$ cat src/rtl/mc_ctrl_pkg.sv
// Shared definitions for the multicycle MIPS control unit: state codes,
// opcode/funct constants, ALU/PC-source/cause encodings and the control word.
package mc_ctrl_pkg;

    localparam int unsigned STATE_W  = 5;
    localparam int unsigned OP_W     = 6;
    localparam int unsigned FUNCT_W  = 6;
    localparam int unsigned ALU_OP_W = 3;
    localparam int unsigned PC_SRC_W = 2;
    localparam int unsigned ASB_W    = 2;
    localparam int unsigned CAUSE_W  = 2;

    typedef enum logic [STATE_W-1:0] {
        ST_RESET     = 5'd0,
        ST_FETCH     = 5'd1,
        ST_DECODE    = 5'd2,
        ST_EXEC_R    = 5'd3,
        ST_WB_R      = 5'd4,
        ST_ADDI_EXEC = 5'd5,
        ST_ADDI_WB   = 5'd6,
        ST_MEM_ADDR  = 5'd7,
        ST_LW_READ   = 5'd8,
        ST_LW_WB     = 5'd9,
        ST_SW_WRITE  = 5'd10,
        ST_BEQ       = 5'd11,
        ST_JUMP      = 5'd12,
        ST_TRAP      = 5'd13
    } state_e;

    localparam logic [OP_W-1:0] OP_RTYPE = 6'h00;
    localparam logic [OP_W-1:0] OP_J     = 6'h02;
    localparam logic [OP_W-1:0] OP_BEQ   = 6'h04;
    localparam logic [OP_W-1:0] OP_ADDI  = 6'h08;
    localparam logic [OP_W-1:0] OP_LW    = 6'h23;
    localparam logic [OP_W-1:0] OP_SW    = 6'h2B;

    localparam logic [FUNCT_W-1:0] FN_ADD = 6'h20;
    localparam logic [FUNCT_W-1:0] FN_SUB = 6'h22;
    localparam logic [FUNCT_W-1:0] FN_AND = 6'h24;
    localparam logic [FUNCT_W-1:0] FN_OR  = 6'h25;
    localparam logic [FUNCT_W-1:0] FN_SLT = 6'h2A;

    typedef enum logic [ALU_OP_W-1:0] {
        ALU_ADD = 3'b000,
        ALU_SUB = 3'b001,
        ALU_AND = 3'b010,
        ALU_OR  = 3'b011,
        ALU_SLT = 3'b100
    } alu_op_e;

    localparam logic [PC_SRC_W-1:0] PC_SRC_ALU    = 2'b00;
    localparam logic [PC_SRC_W-1:0] PC_SRC_ALUOUT = 2'b01;
    localparam logic [PC_SRC_W-1:0] PC_SRC_JUMP   = 2'b10;

    localparam logic [ASB_W-1:0] ASB_B      = 2'b00;
    localparam logic [ASB_W-1:0] ASB_FOUR   = 2'b01;
    localparam logic [ASB_W-1:0] ASB_IMM    = 2'b10;
    localparam logic [ASB_W-1:0] ASB_IMM_SH = 2'b11;

    typedef enum logic [CAUSE_W-1:0] {
        CAUSE_NONE    = 2'b00,
        CAUSE_INVALID = 2'b01,
        CAUSE_OVF     = 2'b10
    } cause_e;

    // Every datapath enable/select driven by the controller, in one word.
    typedef struct packed {
        logic                reset_out;
        logic                pc_write;
        logic                pc_write_cond;
        logic [PC_SRC_W-1:0] pc_src;
        logic                iord;
        logic                mem_read;
        logic                mem_write;
        logic                ir_write;
        logic                reg_dst;
        logic                mem_to_reg;
        logic                reg_write;
        logic                alu_src_a;
        logic [ASB_W-1:0]    alu_src_b;
        alu_op_e             alu_op;
        logic                epc_write;
    } ctrl_t;

endpackage

$ cat src/rtl/mc_ctrl_fsm_if.sv
// Instruction-register / datapath interface of the multicycle control unit.
// master: controller side, slave: datapath side.
interface mc_ctrl_fsm_if;
    import mc_ctrl_pkg::*;

    logic [OP_W-1:0]     opcode;
    logic [FUNCT_W-1:0]  funct;
    logic                alu_zero;
    logic                alu_ovf;
    logic                reset_out;
    logic                pc_write;
    logic                pc_write_cond;
    logic [PC_SRC_W-1:0] pc_src;
    logic                iord;
    logic                mem_read;
    logic                mem_write;
    logic                ir_write;
    logic                reg_dst;
    logic                mem_to_reg;
    logic                reg_write;
    logic                alu_src_a;
    logic [ASB_W-1:0]    alu_src_b;
    logic [ALU_OP_W-1:0] alu_op;
    logic                epc_write;
    logic [CAUSE_W-1:0]  cause;
    logic [STATE_W-1:0]  state_out;

    modport master (
        input  opcode, funct, alu_zero, alu_ovf,
        output reset_out, pc_write, pc_write_cond, pc_src, iord, mem_read,
               mem_write, ir_write, reg_dst, mem_to_reg, reg_write, alu_src_a,
               alu_src_b, alu_op, epc_write, cause, state_out
    );

    modport slave (
        output opcode, funct, alu_zero, alu_ovf,
        input  reset_out, pc_write, pc_write_cond, pc_src, iord, mem_read,
               mem_write, ir_write, reg_dst, mem_to_reg, reg_write, alu_src_a,
               alu_src_b, alu_op, epc_write, cause, state_out
    );

endinterface

$ cat src/rtl/mc_alu_dec.sv
// R-type funct decoder: maps funct to an ALU operation and flags unknown codes.
module mc_alu_dec
    import mc_ctrl_pkg::*;
(
    input  logic [FUNCT_W-1:0] funct,
    output alu_op_e            alu_op_c,
    output logic               valid_c
);

    always_comb begin
        alu_op_c = ALU_ADD;
        valid_c  = 1'b1;
        case (funct)
            FN_ADD:  alu_op_c = ALU_ADD;
            FN_SUB:  alu_op_c = ALU_SUB;
            FN_AND:  alu_op_c = ALU_AND;
            FN_OR:   alu_op_c = ALU_OR;
            FN_SLT:  alu_op_c = ALU_SLT;
            default: valid_c  = 1'b0;
        endcase
    end

endmodule

$ cat src/rtl/mc_ctrl_fsm.sv
// Multicycle MIPS control FSM with post-reset hold, memory wait and trap state.
// Define CTRL_OVF_TRAP_EN to trap on signed overflow of add/sub/addi (cause 10).
module mc_ctrl_fsm
    import mc_ctrl_pkg::*;
#(
    parameter int unsigned         RESET_CYCLES   = 2,
    parameter int unsigned         MEM_LAT        = 1,
    parameter int unsigned         CNT_W          = 3,
    parameter logic [PC_SRC_W-1:0] EXC_VECTOR_SEL = 2'b11
) (
    input  logic          clk,
    input  logic          reset,
    mc_ctrl_fsm_if.master bus
);

    state_e           state_q, state_d;
    logic [CNT_W-1:0] cnt_q, cnt_d;
    cause_e           cause_q, cause_d;
    ctrl_t            ctrl_q, ctrl_d;
    alu_op_e          dec_op;
    logic             dec_valid;
    logic             hold_done;
    logic             hold_done_d;

`ifdef CTRL_OVF_TRAP_EN
    logic ovf_q, ovf_d;
`endif

    mc_alu_dec u_alu_dec (
        .funct    (bus.funct),
        .alu_op_c (dec_op),
        .valid_c  (dec_valid)
    );

    assign hold_done = (cnt_q == CNT_W'(MEM_LAT));

    // Next state, trap cause and wait counter; synchronous reset folds in here.
    always_comb begin
        state_d = state_q;
        cause_d = cause_q;
`ifdef CTRL_OVF_TRAP_EN
        ovf_d   = ovf_q;
`endif
        case (state_q)
            ST_RESET: begin
                if (cnt_q == CNT_W'(RESET_CYCLES - 1)) state_d = ST_FETCH;
            end
            ST_FETCH: begin
                if (hold_done) state_d = ST_DECODE;
            end
            ST_DECODE: begin
                case (bus.opcode)
                    OP_RTYPE: state_d = ST_EXEC_R;
                    OP_ADDI:  state_d = ST_ADDI_EXEC;
                    OP_LW,
                    OP_SW:    state_d = ST_MEM_ADDR;
                    OP_BEQ:   state_d = ST_BEQ;
                    OP_J:     state_d = ST_JUMP;
                    default: begin
                        state_d = ST_TRAP;
                        cause_d = CAUSE_INVALID;
                    end
                endcase
            end
            ST_EXEC_R: begin
                if (!dec_valid) begin
                    state_d = ST_TRAP;
                    cause_d = CAUSE_INVALID;
                end else begin
                    state_d = ST_WB_R;
                end
`ifdef CTRL_OVF_TRAP_EN
                // Overflow is captured while the ALU is computing the result.
                ovf_d = bus.alu_ovf && ((bus.funct == FN_ADD) || (bus.funct == FN_SUB));
`endif
            end
            ST_ADDI_EXEC: begin
                state_d = ST_ADDI_WB;
`ifdef CTRL_OVF_TRAP_EN
                ovf_d = bus.alu_ovf;
`endif
            end
            ST_WB_R,
            ST_ADDI_WB: begin
`ifdef CTRL_OVF_TRAP_EN
                if (ovf_q) begin
                    state_d = ST_TRAP;
                    cause_d = CAUSE_OVF;
                end else begin
                    state_d = ST_FETCH;
                end
`else
                state_d = ST_FETCH;
`endif
            end
            ST_MEM_ADDR: begin
                state_d = (bus.opcode == OP_LW) ? ST_LW_READ : ST_SW_WRITE;
            end
            ST_LW_READ: begin
                if (hold_done) state_d = ST_LW_WB;
            end
            ST_SW_WRITE: begin
                if (hold_done) state_d = ST_FETCH;
            end
            ST_LW_WB,
            ST_BEQ,
            ST_JUMP,
            ST_TRAP: state_d = ST_FETCH;
            default: state_d = ST_RESET;
        endcase

        if (reset) begin
            state_d = ST_RESET;
            cause_d = CAUSE_NONE;
`ifdef CTRL_OVF_TRAP_EN
            ovf_d   = 1'b0;
`endif
        end

        if (reset || (state_d != state_q)) begin
            cnt_d = '0;
        end else begin
            cnt_d = cnt_q + CNT_W'(1);
        end
    end

    assign hold_done_d = (cnt_d == CNT_W'(MEM_LAT));

    // Control word for the state being entered, so outputs come straight from flops.
    always_comb begin
        ctrl_d = '0;
        case (state_d)
            ST_RESET: ctrl_d.reset_out = 1'b1;
            ST_FETCH: begin
                ctrl_d.mem_read  = 1'b1;
                ctrl_d.alu_src_b = ASB_FOUR;
                if (hold_done_d) begin
                    ctrl_d.ir_write = 1'b1;
                    ctrl_d.pc_write = 1'b1;
                    ctrl_d.pc_src   = PC_SRC_ALU;
                end
            end
            ST_DECODE: ctrl_d.alu_src_b = ASB_IMM_SH;
            ST_EXEC_R: begin
                ctrl_d.alu_src_a = 1'b1;
                ctrl_d.alu_src_b = ASB_B;
                ctrl_d.alu_op    = dec_op;
            end
            ST_WB_R: begin
                ctrl_d.reg_dst   = 1'b1;
`ifdef CTRL_OVF_TRAP_EN
                ctrl_d.reg_write = !ovf_d;
`else
                ctrl_d.reg_write = 1'b1;
`endif
            end
            ST_ADDI_EXEC,
            ST_MEM_ADDR: begin
                ctrl_d.alu_src_a = 1'b1;
                ctrl_d.alu_src_b = ASB_IMM;
            end
            ST_ADDI_WB: begin
`ifdef CTRL_OVF_TRAP_EN
                ctrl_d.reg_write = !ovf_d;
`else
                ctrl_d.reg_write = 1'b1;
`endif
            end
            ST_LW_READ: begin
                ctrl_d.mem_read = 1'b1;
                ctrl_d.iord     = 1'b1;
            end
            ST_LW_WB: begin
                ctrl_d.mem_to_reg = 1'b1;
                ctrl_d.reg_write  = 1'b1;
            end
            ST_SW_WRITE: begin
                ctrl_d.mem_write = 1'b1;
                ctrl_d.iord      = 1'b1;
            end
            ST_BEQ: begin
                ctrl_d.alu_src_a     = 1'b1;
                ctrl_d.alu_src_b     = ASB_B;
                ctrl_d.alu_op        = ALU_SUB;
                ctrl_d.pc_write_cond = 1'b1;
                ctrl_d.pc_src        = PC_SRC_ALUOUT;
            end
            ST_JUMP: begin
                ctrl_d.pc_write = 1'b1;
                ctrl_d.pc_src   = PC_SRC_JUMP;
            end
            ST_TRAP: begin
                ctrl_d.epc_write = 1'b1;
                ctrl_d.pc_write  = 1'b1;
                ctrl_d.pc_src    = EXC_VECTOR_SEL;
            end
            default: ctrl_d.reset_out = 1'b1;
        endcase
    end

    always_ff @(posedge clk) begin
        state_q <= state_d;
        cnt_q   <= cnt_d;
        cause_q <= cause_d;
        ctrl_q  <= ctrl_d;
`ifdef CTRL_OVF_TRAP_EN
        ovf_q   <= ovf_d;
`endif
    end

    assign bus.reset_out     = ctrl_q.reset_out;
    assign bus.pc_write      = ctrl_q.pc_write;
    assign bus.pc_write_cond = ctrl_q.pc_write_cond;
    assign bus.pc_src        = ctrl_q.pc_src;
    assign bus.iord          = ctrl_q.iord;
    assign bus.mem_read      = ctrl_q.mem_read;
    assign bus.mem_write     = ctrl_q.mem_write;
    assign bus.ir_write      = ctrl_q.ir_write;
    assign bus.reg_dst       = ctrl_q.reg_dst;
    assign bus.mem_to_reg    = ctrl_q.mem_to_reg;
    assign bus.reg_write     = ctrl_q.reg_write;
    assign bus.alu_src_a     = ctrl_q.alu_src_a;
    assign bus.alu_src_b     = ctrl_q.alu_src_b;
    assign bus.alu_op        = ctrl_q.alu_op;
    assign bus.epc_write     = ctrl_q.epc_write;
    assign bus.cause         = cause_q;
    assign bus.state_out     = state_q;

endmodule

$ cat src/flat_wrapper.sv
// flat-port wrapper written by rule: the top's interface ports become plain ports
module mc_ctrl_fsm_flat import mc_ctrl_pkg::*;
#(
    parameter int unsigned         RESET_CYCLES   = 2,
    parameter int unsigned         MEM_LAT        = 1,
    parameter int unsigned         CNT_W          = 3,
    parameter logic [PC_SRC_W-1:0] EXC_VECTOR_SEL = 2'b11
)
  (clk, reset, bus_opcode, bus_funct, bus_alu_zero, bus_alu_ovf, bus_reset_out, bus_pc_write, bus_pc_write_cond, bus_pc_src, bus_iord, bus_mem_read, bus_mem_write, bus_ir_write, bus_reg_dst, bus_mem_to_reg, bus_reg_write, bus_alu_src_a, bus_alu_src_b, bus_alu_op, bus_epc_write, bus_cause, bus_state_out);
  mc_ctrl_fsm_if bus_i ();
  input  logic clk;
  input  logic reset;
  input wire logic [$bits(bus_i.opcode)-1:0] bus_opcode;
  input wire logic [$bits(bus_i.funct)-1:0] bus_funct;
  input wire logic [$bits(bus_i.alu_zero)-1:0] bus_alu_zero;
  input wire logic [$bits(bus_i.alu_ovf)-1:0] bus_alu_ovf;
  output wire logic [$bits(bus_i.reset_out)-1:0] bus_reset_out;
  output wire logic [$bits(bus_i.pc_write)-1:0] bus_pc_write;
  output wire logic [$bits(bus_i.pc_write_cond)-1:0] bus_pc_write_cond;
  output wire logic [$bits(bus_i.pc_src)-1:0] bus_pc_src;
  output wire logic [$bits(bus_i.iord)-1:0] bus_iord;
  output wire logic [$bits(bus_i.mem_read)-1:0] bus_mem_read;
  output wire logic [$bits(bus_i.mem_write)-1:0] bus_mem_write;
  output wire logic [$bits(bus_i.ir_write)-1:0] bus_ir_write;
  output wire logic [$bits(bus_i.reg_dst)-1:0] bus_reg_dst;
  output wire logic [$bits(bus_i.mem_to_reg)-1:0] bus_mem_to_reg;
  output wire logic [$bits(bus_i.reg_write)-1:0] bus_reg_write;
  output wire logic [$bits(bus_i.alu_src_a)-1:0] bus_alu_src_a;
  output wire logic [$bits(bus_i.alu_src_b)-1:0] bus_alu_src_b;
  output wire logic [$bits(bus_i.alu_op)-1:0] bus_alu_op;
  output wire logic [$bits(bus_i.epc_write)-1:0] bus_epc_write;
  output wire logic [$bits(bus_i.cause)-1:0] bus_cause;
  output wire logic [$bits(bus_i.state_out)-1:0] bus_state_out;
  assign bus_i.opcode = bus_opcode;
  assign bus_i.funct = bus_funct;
  assign bus_i.alu_zero = bus_alu_zero;
  assign bus_i.alu_ovf = bus_alu_ovf;
  assign bus_reset_out = bus_i.reset_out;
  assign bus_pc_write = bus_i.pc_write;
  assign bus_pc_write_cond = bus_i.pc_write_cond;
  assign bus_pc_src = bus_i.pc_src;
  assign bus_iord = bus_i.iord;
  assign bus_mem_read = bus_i.mem_read;
  assign bus_mem_write = bus_i.mem_write;
  assign bus_ir_write = bus_i.ir_write;
  assign bus_reg_dst = bus_i.reg_dst;
  assign bus_mem_to_reg = bus_i.mem_to_reg;
  assign bus_reg_write = bus_i.reg_write;
  assign bus_alu_src_a = bus_i.alu_src_a;
  assign bus_alu_src_b = bus_i.alu_src_b;
  assign bus_alu_op = bus_i.alu_op;
  assign bus_epc_write = bus_i.epc_write;
  assign bus_cause = bus_i.cause;
  assign bus_state_out = bus_i.state_out;
  mc_ctrl_fsm #(.RESET_CYCLES(RESET_CYCLES), .MEM_LAT(MEM_LAT), .CNT_W(CNT_W), .EXC_VECTOR_SEL(EXC_VECTOR_SEL)) u_core (.clk(clk), .reset(reset), .bus(bus_i));
endmodule
$ cat config.mk
export PLATFORM = sky130hd
export DESIGN_NAME = mc_ctrl_fsm_flat
export DESIGN_NICKNAME = d
export VERILOG_FILES = /design/src/rtl/mc_ctrl_pkg.sv /design/src/rtl/mc_ctrl_fsm_if.sv /design/src/rtl/mc_alu_dec.sv /design/src/rtl/mc_ctrl_fsm.sv /design/src/flat_wrapper.sv
export SDC_FILE = /design/constraint.sdc
export NUM_CORES = 1
export LEC_CHECK = 0
export ABC_AREA = 1
export CORE_MARGIN = 2
export CORE_UTILIZATION = 50
export CTS_CLUSTER_SIZE = 10
export DETAILED_ROUTE_END_ITERATION = 16
export GPL_ROUTABILITY_DRIVEN = 0
export PLACE_DENSITY = 0.88
export RECOVER_POWER = 100
export SYNTH_ARGS = -nofsm -noshare
export SYNTH_HDL_FRONTEND = slang
export SYNTH_SLANG_ARGS = --single-unit
$ cat constraint.sdc
create_clock -name clk -period 2.5 [get_ports clk]
set_input_delay 0.75 -clock clk [delete_from_list [all_inputs] [get_ports clk]]
set_output_delay 0.75 -clock clk [all_outputs]
set_load 0.01 [all_outputs]
==> impl_metrics.ini, run 1 <==
[worst_setup_path]
critPathKind = reg2out
critPathCaptureType = primary output
worstPathCellList = dlygate4sd3_1
required_ns = 1.75
crit_family = buffers and inverters
cp_slowest_cell = dlygate4sd3_1
crit_start = u_core.bus.state_out[0]
crit_path_start_kind = flip-flop
reg2reg_from = u_core.bus.state_out[0]
crit_buf_inv = 1
cp.arrival_ns = 1.54
cp_slowest_stage_delay_ns = 0.66
crit_fanout = 9

[power_and_ir_drop]
ir_drop_mv = 0.4100
total_power_uw = 872.1
pwr_density_cell_nw_per_um2 = 454.9
p_leak_uw = 0.0009776

[sta]
final-max-slew-violation-count = 0
setup_tns_ns = 0
hold_viol_final = 0
hold_ws_ns = 0.4908
finalCriticalPeriod_ns = 2.294
rsz0062_at_grt = no
period_share_pct = 91.78
setup_violations = 0
max_freq_mhz = 435.8
finClkSkew_ns = 0.006228

[logic_synthesis]
ys_warn_count = 0
synth.avg_cell_area_um2 = 6.863
yosys.cell_types.count = 26
ys_seq_elements = 28
synth_compound_area_share_pct = 2.708
yosys-mux-area-fraction_pct = 0
netlist_area_um2 = 1386
synth_fa_ha_area_share_pct = 1.805
syn_inst = 202
yosys.area_share.simple_pct = 43.77
seq_area_frac_synth_pct = 40.43
synth_top_family_by_area = simple AND/OR/NAND/NOR gates
synth_xor_area_share_pct = 1.264

[status]
status = complete, no violations

[cells_and_area]
largest_reg_flops = 5
final_area_um2 = 1917
area_growth_pct = 38.27
fin_nets = 274
drive_above_1_share_pct = 12.55
utilization_pct = 71.36
insertedDiodeCount = 0

[route]
routed_wl_um = 2930
firstDrtPassIters = 4
ant_nets = 0
drtIter0Drc = 25
via_per_inst = 4.881
via_count = 1396
wl_per_cell_um = 10.24
drc = 0

[clock_network]
clock_latency_ns = 0.34
clk_pin_slew_ns = 0.15
post_cts_buffers = 0
hold_buffers = 0
post_cts_resized = 0
cts_max_level = 1
cts_tree = yes
root_buffer = clkbuf_4
cts_buffer_depth = 2
cts.sinks = 28
numCtsBuffers = 3

[global_route]
grt_usage_pct = 20.14
grt_antenna_before_repair = 0
grt_max_degree = 17
grt_overflow = 0
first_global_vias = 1290
grt_pass1_wl_um = 5168

[worst_hold_path]
hp-class = reg2reg
hold_start = u_core.cnt_q[0]

[floorplan]
fp.dieW_um = 56.66
design.die.area_um2 = 3210
ioPinCount = 42
design.core.area_um2 = 2686
rows = 19
start_util_pct = 51.61
dieHeight_um = 56.66

[place]
io_buffers = 38
dp_hpwl_um = 2381
placed_area_um2 = 1884

[run]
maxCapViolations = 0
## layer usage
metal  GRT usage, %  up-vias  share of wire (%)
met5              0        -                  0
met2          38.87       43                 51
met3          2.304        4                4.6
met1          21.76      623                 42
li1               -      726                  -
met4          8.163        0                1.8
## path summary, 6_finish.rpt
check                           slack (ns)             endpoint  cells after the start
worst max-delay path                  0.21     bus_state_out[0]                      1
worst min-delay path                  0.49      u_core.cnt_q[0]                      1
worst max register to register        0.56  u_core.bus.pc_write                     12
worst min register to register        0.49      u_core.cnt_q[0]                      1
## metrics by stage
stage / setup slack [ns] / cells
finish: 0.2056 / 286
floorplan: 0.5893 / 203
CTS: 0.2572 / 286
global placement: 0.01481 / 282
detailed placement: -0.05211 / 282
global route: 0.03062 / 286
## cell families after synthesis
kind of cell    count (synthesis)
compound gates                  7
xor+xnor                        2
fa+ha+maj                       2
buf+inv                        34
flops                          28
other cells                     1
simple gates                  128
## report_power, final
part	internal [uW]	total [uW]	switching (uW)
Combinational	51.4	110	58.2
Sequential	455	462	6.97
Clock	162	300	138
## placed cells by master (no fill, tap or decap)
cell,Yosys,final
a21oi_1,1,1
and2_1,1,1
buf_4,2,8
bufinv_16,0,1
clkbuf_1,0,2
clkbuf_4,0,5
clkdlybuf4s50_1,0,13
clkinv_1,0,1
conb_1,1,2
dfxtp_1,28,28
dlygate4sd3_1,0,25
ha_1,2,2
inv_1,28,29
inv_2,4,2
nand2_1,45,47
nand2_2,5,3
nand2_4,1,1
nand3_1,18,18
nand3b_1,1,1
nand3b_2,1,1
nand4_1,3,3
nor2_1,36,37
nor2_2,8,8
nor2_4,2,1
nor3_1,4,4
nor3_2,1,1
nor3_4,1,1
nor3b_1,1,1
o21ai_0,4,4
o22ai_1,2,2
xnor2_1,1,1
xor2_1,1,1
## area by class of cell
type	count	area (um2)
repair buffers	50	462.9
clock buffers	3	22.52
well taps	31	38.79
multi-input cells	141	681.9
inverters	32	120.1
fillers	230	769.5
clock inverters	1	30.03
flip-flops and latches	28	560.5
## worst reg2reg max path: stages (launching register included)
cell and delay, ns:
dfxtp_1 0.54, nand2_1 0.14, nor2_2 0.16, nand2_1 0.06
nor2_1 0.20, nor2_2 0.08, nand2_4 0.09, nand2_1 0.14
nand2_1 0.10, nand2_1 0.05, nor2_1 0.12, nand4_1 0.14
nand2_1 0.07
## Yosys cell counts
cell      count  area share [%]
nor3_1        4             1.4
nor3b_1       1            0.54
nor2_4        2             1.6
nand3b_2      1            0.81
o21ai_0       4             1.4
nand2_2       5             2.3
and2_1        1            0.45
nand3_1      18             6.5
conb_1        1            0.27
inv_1        28             7.6
nand2_4       1            0.81
nand3b_1      1            0.54
nor3_4        1             1.2
nand2_1      45              12
nor2_2        8             3.6
a21oi_1       1            0.36
buf_4         2             1.1
dfxtp_1      28              40
o22ai_1       2            0.90
nor3_2        1            0.72
xnor2_1       1            0.63
inv_2         4             1.1
nand4_1       3             1.4
xor2_1        1            0.63
nor2_1       36             9.7
ha_1          2             1.8
Power figures use the tool's default switching activity.
==> run 2: changes to the inputs <==
--- a/config.mk
+++ b/config.mk
@@ -6,6 +6,7 @@
 export NUM_CORES = 1
 export LEC_CHECK = 0
 export ABC_AREA = 1
+export CAP_MARGIN = 40
 export CORE_MARGIN = 2
 export CORE_UTILIZATION = 50
 export CTS_CLUSTER_SIZE = 10
==> results of run 2 <==
Final layout, timing and power as in run 1 (identical DEF).
==> run 3: changes to the inputs <==
--- a/config.mk
+++ b/config.mk
@@ -5,15 +5,14 @@
 export SDC_FILE = /design/constraint.sdc
 export NUM_CORES = 1
 export LEC_CHECK = 0
-export ABC_AREA = 1
 export CAP_MARGIN = 40
-export CORE_MARGIN = 2
 export CORE_UTILIZATION = 50
 export CTS_CLUSTER_SIZE = 10
 export DETAILED_ROUTE_END_ITERATION = 16
 export GPL_ROUTABILITY_DRIVEN = 0
 export PLACE_DENSITY = 0.88
 export RECOVER_POWER = 100
+export REMOVE_ABC_BUFFERS = 1
 export SYNTH_ARGS = -nofsm -noshare
 export SYNTH_HDL_FRONTEND = slang
 export SYNTH_SLANG_ARGS = --single-unit
==> run 3 against run 2 <==
Against the previous run:
- final area grew 8.9%
- hold slack worse by 0.0082 ns
- largest cell class unchanged
- register-to-register slack got worse by 0.28 ns
- synthesized cell count shrank 22%
- final cell count decreased by 10%
- setup slack lost 0.12 ns
- critical path depth rose by 6
- combinational power up 5%
- clock skew fell by 0.00082 ns
- die area down 3.9%
- global-route usage grew 6.2 points
==> impl_metrics.ini, run 3 <==
[cells_and_area]
fin_nets = 245
nFillCells = 186
seq_area_um2 = 560.5
stdcell_count = 257
largest_reg_flops = 5
insertedDiodeCount = 0
drive_above_1_share_pct = 25.22
area_growth_pct = 45.76
multi_input_area_um2 = 802.0
mostFrequentLayoutCells = 28 x buf_4, 28 x dfxtp_1, 23 x dlygate4sd3_1

[sta]
hold_viol_final = 0
finClkSkew_ns = 0.005409
setup_tns_ns = 0
tightest_slew_ns = 0.7218
period_share_pct = 96.48
setup_violations = 0
final-max-slew-violation-count = 0
max_freq_mhz = 414.6
finalWorstSetupSlack_ns = 0.08805
hold_ws_ns = 0.4825
finalCriticalPeriod_ns = 2.412
slew_headroom_pct = 51.43

[place]
dp_hpwl_um = 2882
dp.cells = 251
place_ws_ns = -0.5700
io_buffers = 38

[worst_setup_path]
critPathKind = in2reg
required_ns = 2.79
cp_slowest_cell = or4_4
cp.arrival_ns = 2.70
crit_fanout = 3
worstPathCellList = buf_2, or4_4, o311ai_4, a21oi_2, or4_4, nor4b_4, or2_1
cp_slowest_stage_delay_ns = 0.56
path_common_cell = or4_4
critPathCaptureType = flip-flop
crit_path_start_kind = input port

[clock_network]
cts_max_level = 1
clock_latency_ns = 0.33
numCtsBuffers = 3
hold_buffers = 0
clk_pin_slew_ns = 0.15
root_buffer = clkbuf_4
cts_tree = yes
cts.sinks = 28
cts_buffer_depth = 2

[power_and_ir_drop]
power.share.combinational_pct = 13.3
total_power_uw = 871.6
power.share.clock_pct = 34.4
pwr_density_cell_nw_per_um2 = 417.4
swShare_pct = 22.57
ir_drop_mv = 0.4580
p_sw_uw = 196.7
p_int_uw = 674.9
seqPwrFrac_pct = 52.3
p_leak_uw = 0.0009281

[route]
via_per_inst = 5.821
ant_nets = 0
via_count = 1496
wl_per_cell_um = 15.14
drtIter0Drc = 80
firstDrtPassIters = 4
routed_wl_um = 3891
drc = 0

[logic_synthesis]
synthArstFlopShare_pct = 0
synth.avg_cell_area_um2 = 9.125
synth.top_cell.area_share_pct = 39.13
yosys.cell_types.count = 52
syn_inst = 157
synth_area_leader_cell = dfxtp_1
netlist_area_um2 = 1433
synth_most_common_cell = dfxtp_1
synth-edff-count = 0
seq_area_frac_synth_pct = 39.13
ys_top_cells_by_area = dfxtp_1 39%, nor2_1 5.0%, nor3_1 3.5%
yosys_most_used_dff = dfxtp_1
ys_seq_elements = 28
synth_common_cells = 28 x dfxtp_1, 19 x nor2_1, 11 x nand2_1
ys_warn_count = 0

[floorplan]
dieHeight_um = 55.53
rows = 19
design.die.area_um2 = 3084
design.core.area_um2 = 2734
ioPinCount = 42
start_util_pct = 52.40
fp.dieW_um = 55.53

[global_route]
first_global_vias = 1382
grt_antenna_before_repair = 0
grt_usage_pct = 26.39
grt_max_degree = 17
grt_overflow = 0
grt_pass1_wl_um = 6403

[status]
status = complete, no violations

[worst_hold_path]
hp-class = reg2reg

[run]
maxCapViolations = 0
## run 3: cell count changes after synthesis, moves of 4 or more
cell,before,now
nor3_1,4,10
inv_2,4,0
nand2_1,45,11
nor2_1,36,19
nand2_2,5,0
nor4_1,0,4
nand3_1,18,4
nor2b_1,0,5
nor2_2,8,0
inv_1,28,7
## run 3: worst paths after layout
kind	from	to	slack (ns)	cells after the start
setup reg to reg	u_core.cnt_q[1]	u_core.bus.pc_write	0.28	8
hold / removal	u_core.cnt_q[0]	u_core.cnt_q[0]	0.48	1
hold reg to reg	u_core.cnt_q[0]	u_core.cnt_q[0]	0.48	1
setup / recovery	bus_opcode[5]	u_core.bus.pc_write	0.09	7
## run 3: worst max-delay path, delay by kind of cell
| kind | cells | cell delay [ns] |
|---|---|---|
| compound gates | 2 | 0.40 |
| buf+inv | 1 | 0.10 |
| simple gates | 4 | 1.44 |
## run 3: routing by layer
metal,up-vias,track usage (%),wire (um)
li1,720,-,-
met1,696,33.48,1500
met2,68,44.58,1999
met3,12,3.513,297
met4,0,11.79,93
met5,-,0,0
## run 3: power by group through the flow
stage	logic (uW)	clock network, uW	registers (uW)
floorplan	45.3	0	466
CTS	114	306	456
detailed placement	116	0	465
global placement	110	0	465
global route	125	321	457
finish	116	300	456
## run 3: cells by family after synthesis
group | share of synthesized area, %
other | 0.2618
adder cells (fa/ha/maj) | 2.445
AND/OR/NAND/NOR | 29.00
AO/OA/AOI/OAI | 19.74
multiplexers | 1.485
XOR/XNOR | 1.223
flip-flops | 39.13
buffers and inverters | 6.724
## run 3: area by class of cell
cell class	instances	share of cell area, %
inverters	7	1.258
clock buffers	3	1.078
well taps	31	1.857
repair buffers	72	29.12
flip-flops and latches	28	26.84
multi-input cells	115	38.41
clock inverters	1	1.438
## run 3: what timing repair did
item                       4_1_cts  5_1_grt
resized for setup               14        4
pin swaps                        6        3
setup endpoints to repair       16        9
setup buffers                    1        1
## run 3: stage by stage
stage / util, % / instance area [um2]
2_1_floorplan: - / 1366
3_3_place_gp: 74.10 / 2026
3_5_place_dp: 74.10 / 2026
4_1_cts: 75.74 / 2071
5_1_grt: 76.38 / 2088
6_report: 76.38 / 2088
